## config.mk

```make
export PLATFORM = sky130hd
export DESIGN_NAME = vga_timing_gen
export DESIGN_NICKNAME = d
export VERILOG_FILES = /design/src/rtl/vga_timing_gen.sv
export SDC_FILE = /design/constraint.sdc
export NUM_CORES = 1
export LEC_CHECK = 0
export BUFFER_PORTS_ARGS = -buffer_cell sky130_fd_sc_hd__buf_2
export CORE_ASPECT_RATIO = 1.5
export CORE_MARGIN = 3
export CORE_UTILIZATION = 53
export CTS_CLUSTER_SIZE = 20
export DETAILED_ROUTE_END_ITERATION = 6
export PLACE_DENSITY_LB_ADDON = 0.12
export SLEW_MARGIN = 20
export SYNTH_ARGS = -nofsm -noshare
export SYNTH_HDL_FRONTEND = slang
export SYNTH_SLANG_ARGS = --single-unit
export TNS_END_PERCENT = 10
```

## constraint.sdc

```tcl
create_clock -name clk -period 3 [get_ports clk]
set_input_delay 0 -clock clk [delete_from_list [all_inputs] [get_ports clk]]
set_output_delay 0 -clock clk [all_outputs]
set_load 0.1 [all_outputs]
```

## src/rtl/vga_timing_gen.sv

```systemverilog
// Free-running raster timing generator (SVGA 800x600 @ 60 Hz by default).
// Every output is a register loaded from next-state counts, so each cycle presents one consistent tuple.
module vga_timing_gen #(
    parameter int H_ACTIVE = 800,
    parameter int H_FP     = 40,
    parameter int H_SYNC   = 128,
    parameter int H_BP     = 88,
    parameter int V_ACTIVE = 600,
    parameter int V_FP     = 1,
    parameter int V_SYNC   = 4,
    parameter int V_BP     = 23
) (
    input  logic        clk,
    input  logic        rst,
    input  logic        en,
    output logic [10:0] hcount,
    output logic        hsync,
    output logic        hblnk,
    output logic [10:0] vcount,
    output logic        vsync,
    output logic        vblnk,
    output logic        frame_start,
    output logic        vblank_start
);

    localparam logic [10:0] H_LAST     = 11'(H_ACTIVE + H_FP + H_SYNC + H_BP - 1);
    localparam logic [10:0] H_BLNK_BEG = 11'(H_ACTIVE);
    localparam logic [10:0] H_SYNC_BEG = 11'(H_ACTIVE + H_FP);
    localparam logic [10:0] H_SYNC_END = 11'(H_ACTIVE + H_FP + H_SYNC);
    localparam logic [10:0] V_LAST     = 11'(V_ACTIVE + V_FP + V_SYNC + V_BP - 1);
    localparam logic [10:0] V_BLNK_BEG = 11'(V_ACTIVE);
    localparam logic [10:0] V_SYNC_BEG = 11'(V_ACTIVE + V_FP);
    localparam logic [10:0] V_SYNC_END = 11'(V_ACTIVE + V_FP + V_SYNC);

    logic [10:0] h_q, h_d;
    logic [10:0] v_q, v_d;
    logic        hsync_q, hsync_d;
    logic        hblnk_q, hblnk_d;
    logic        vsync_q, vsync_d;
    logic        vblnk_q, vblnk_d;
    logic        fs_q, fs_d;
    logic        vbs_q, vbs_d;
    logic        h_wrap, v_wrap;

    always_comb begin
        // Disabled cycles hold every count and level; only the strobes drop.
        h_d     = h_q;
        v_d     = v_q;
        hsync_d = hsync_q;
        hblnk_d = hblnk_q;
        vsync_d = vsync_q;
        vblnk_d = vblnk_q;
        fs_d    = 1'b0;
        vbs_d   = 1'b0;
        h_wrap  = 1'b0;
        v_wrap  = 1'b0;
        if (en) begin
            // >= keeps the counters bounded even from an out-of-range state.
            h_wrap  = (h_q >= H_LAST);
            v_wrap  = (v_q >= V_LAST);
            h_d     = h_wrap ? 11'd0 : h_q + 11'd1;
            if (h_wrap) begin
                v_d = v_wrap ? 11'd0 : v_q + 11'd1;
            end
            hblnk_d = (h_d >= H_BLNK_BEG);
            hsync_d = (h_d >= H_SYNC_BEG) && (h_d < H_SYNC_END);
            vblnk_d = (v_d >= V_BLNK_BEG);
            vsync_d = (v_d >= V_SYNC_BEG) && (v_d < V_SYNC_END);
            fs_d    = h_wrap && v_wrap;
            vbs_d   = h_wrap && (v_d == V_BLNK_BEG);
        end
    end

    always_ff @(posedge clk) begin
        if (rst) begin
            h_q     <= 11'd0;
            v_q     <= 11'd0;
            hsync_q <= 1'b0;
            hblnk_q <= 1'b0;
            vsync_q <= 1'b0;
            vblnk_q <= 1'b0;
            fs_q    <= 1'b0;
            vbs_q   <= 1'b0;
        end else begin
            h_q     <= h_d;
            v_q     <= v_d;
            hsync_q <= hsync_d;
            hblnk_q <= hblnk_d;
            vsync_q <= vsync_d;
            vblnk_q <= vblnk_d;
            fs_q    <= fs_d;
            vbs_q   <= vbs_d;
        end
    end

    assign hcount       = h_q;
    assign vcount       = v_q;
    assign hsync        = hsync_q;
    assign hblnk        = hblnk_q;
    assign vsync        = vsync_q;
    assign vblnk        = vblnk_q;
    assign frame_start  = fs_q;
    assign vblank_start = vbs_q;

endmodule

```

==> results.md <==
- Resized Gates After CTS: 0
- Count of endpoints failing hold in the final timing report: 0
- Syn Nets: 242
- Nets@finish: 265
- Global-route wire length before repair: 7.80 mm
- Gpl congestion: 0.989
- Grt ovf: 0
- LEAKAGE: 0.846 nW
- Synth Register Bits: 28
- Cell Area, Synth: 1870 um2
- Ranking of synthesized cells by area: dfxtp_1 30%, a21oi_1 6.4%, nor2_1 5.2%
- Area Growth Syn to Fin: 11.2%
- Count of final setup violators: 0
- Cts bufs inserted: 3
- Hold endpoint: hcount[8]
- Max-slew headroom: 46.5%
- Dpl cells: 295
- Io pins: 31
- Tcrit/Tclk final: 91.2%
- Layout cells sized above 1: 21.2%
- Seq/Total Area, Yosys: 30.0%
- Outcome: finished clean
- Top-count cell post-synth: dfxtp_1
- EDFF count, synth: 0
- Max Root-Sink Buffers: 2
- Worst hold start: rst
- Antenna viol nets, final: 0
- Max-slew violation count: 0
- Startpoint Class: flip-flop
- CTS tree: built
- Mapped Cells: 237
- Worst slew pin tran: 0.800 ns
- Number of global-route vias before repair: 1,758
- Synth unique cells: 56
- Top post-synthesis cells by count: 28 x dfxtp_1, 26 x nor2_1, 24 x a21oi_1, 22 x nand2_1, 17 x o21ai_0
- Max Fanout on Critical Path: 17
- Effective utilization at floorplan: 57.5%
- Remaining DRCs: 0
- H-tree Lvls: 1
- Post-CTS Setup Bufs: 0
- Synth top area share: 30.0%
- Synth Flop Type: dfxtp_1
- N_diodes: 0
- Num Clock Sinks: 28
- Fmax: 365 MHz
- Synth async-reset ratio: 0%
- DP Worst Slack: 0.324 ns
- DRT Pass-1 Iters: 7
- Min-Delay Path Class: input port to flip-flop
- Unrepaired setup endpoints after global routing: false
- Row cnt: 25
- DP Wirelength: 3.52 mm
- Initial antenna violation count: 0
- Average size of a mapped cell: 7.89 um2
- Worst setup margin: 0.264 ns
- Synth area leader: dfxtp_1
- R2R depth: 8
- Routed WL per cell: 15.8 um
- Max-Cap Viols: 0
- Core area: 3250 um2
- Vias after detailed routing: 1,839
- R2r endpoint: vsync
- Worst R2R Start: vcount[0]
- Crit path time final: 2.74 ns
- Die height: 78.7 um
- Post-route insts no fill: 299
- CP Class: flip-flop to flip-flop
- Clk Latency, worst-skew pair: 0.28 ns
- Avg Vias per Cell: 6.15
- GRT Resource Usage Total: 24.2%
- Reg2Reg Setup Slack: 0.26 ns
- Die Area: 4290 um2
- CP Data Arrival Time: 2.95 ns
- Total Routed Length: 4.72 mm
- Die X: 54.5 um
- Clock transition at the registers of the reported paths: 0.10 ns
- IO buf count: 30
- Final Power: 0.000696 W
- PD cells: 335 nW/um2
- CP Capture Type: flip-flop
- Fin util: 63.9%
- Largest net degree at the start of global routing: 23
- Root Buffer Master: clkbuf_8
- YS warnings: 0
- Iteration-0 DRC count of the detailed router: 65
- Peak supply drop: 266 uV
- Layout fillers: 327
- Start point of the critical path: vcount[0]
- Req. time, crit path: 3.21 ns
- Cts hold-fix bufs: 0
- Setup Skew: 0.00647 ns
- Hold path depth: 2
## cells in the final DEF, fill, tap and decap left out, types with 4 or more instances in the layout
cell	instances
clkbuf_8	4
a21oi_1	24
dfxtp_2	4
buf_2	30
o211ai_1	4
dfxtp_1	24
nor3_1	8
nor2_1	26
inv_1	10
a22o_1	4
o21ai_0	17
nand3_1	9
nand2_1	22
and3_1	6
## logic make-up after synthesis
| family | count (synthesis) | synth area share (%) |
|---|---|---|
| AND/OR/NAND/NOR | 99 | 28.9 |
| XOR/XNOR | 6 | 2.81 |
| adder cells (fa/ha/maj) | 2 | 1.34 |
| buffers and inverters | 25 | 5.96 |
| multiplexers | 1 | 0.535 |
| flip-flops | 28 | 30.0 |
| AO/OA/AOI/OAI | 76 | 30.5 |
## critical path, stage by stage (launching register included)
cell	delay [ns]
dfxtp_2	0.44
ha_1	0.30
a2111oi_4	0.06
o311ai_4	0.72
nor3b_4	0.12
o32ai_2	0.20
o221ai_1	0.19
or4_1	0.50
o21ai_1	0.13
## power breakdown
part           total (W)  internal, W  leakage, nW  switching, W
clock           0.000237     0.000118       0.0288      0.000119
combinational  0.0000731    0.0000130        0.589     0.0000601
sequential      0.000386     0.000377        0.228    0.00000909
## how the worst max path moves through the flow
stage,to,depth (start not counted)
after floorplan,vsync,8
after global placement,vsync,8
after detailed placement,vsync,8
after CTS,vsync,8
after global routing,vsync,8
final,vsync,8
## metrics by stage
step           hold slack [ns]  area, um2  setup TNS (ns)
6_report                 0.104       2080               0
3_3_place_gp             0.398       2020               0
5_1_grt                  0.113       2080               0
2_1_floorplan            0.213       1870         -0.0147
4_1_cts                  0.102       2080               0
3_5_place_dp             0.395       2020               0
## state kept, by name (all words and copies together) (netlist names)
name / count
frame_start: 1
vblank_start: 1
hcount: 11
hsync: 1
vblnk: 1
hblnk: 1
vcount: 11
vsync: 1
## cell type report
class	count	area, um2	share of cell area (%)
flip-flops and latches	28	566	27.2
repair buffers	33	173	8.31
well taps	40	50.0	2.41
inverters	10	37.5	1.81
clock buffers	4	55.1	2.65
multi-input cells	184	1200	57.6
## routing by layer
layer	share of wire [%]	vias up	GRT usage [%]	routed length, um
li1	-	910	-	-
met1	38	852	26.3	1790
met5	0	-	0	0
met3	4.3	14	2.25	204
met2	55	63	43.0	2580
met4	2.9	0	13.5	139
(Power assumes the default switching activity.)
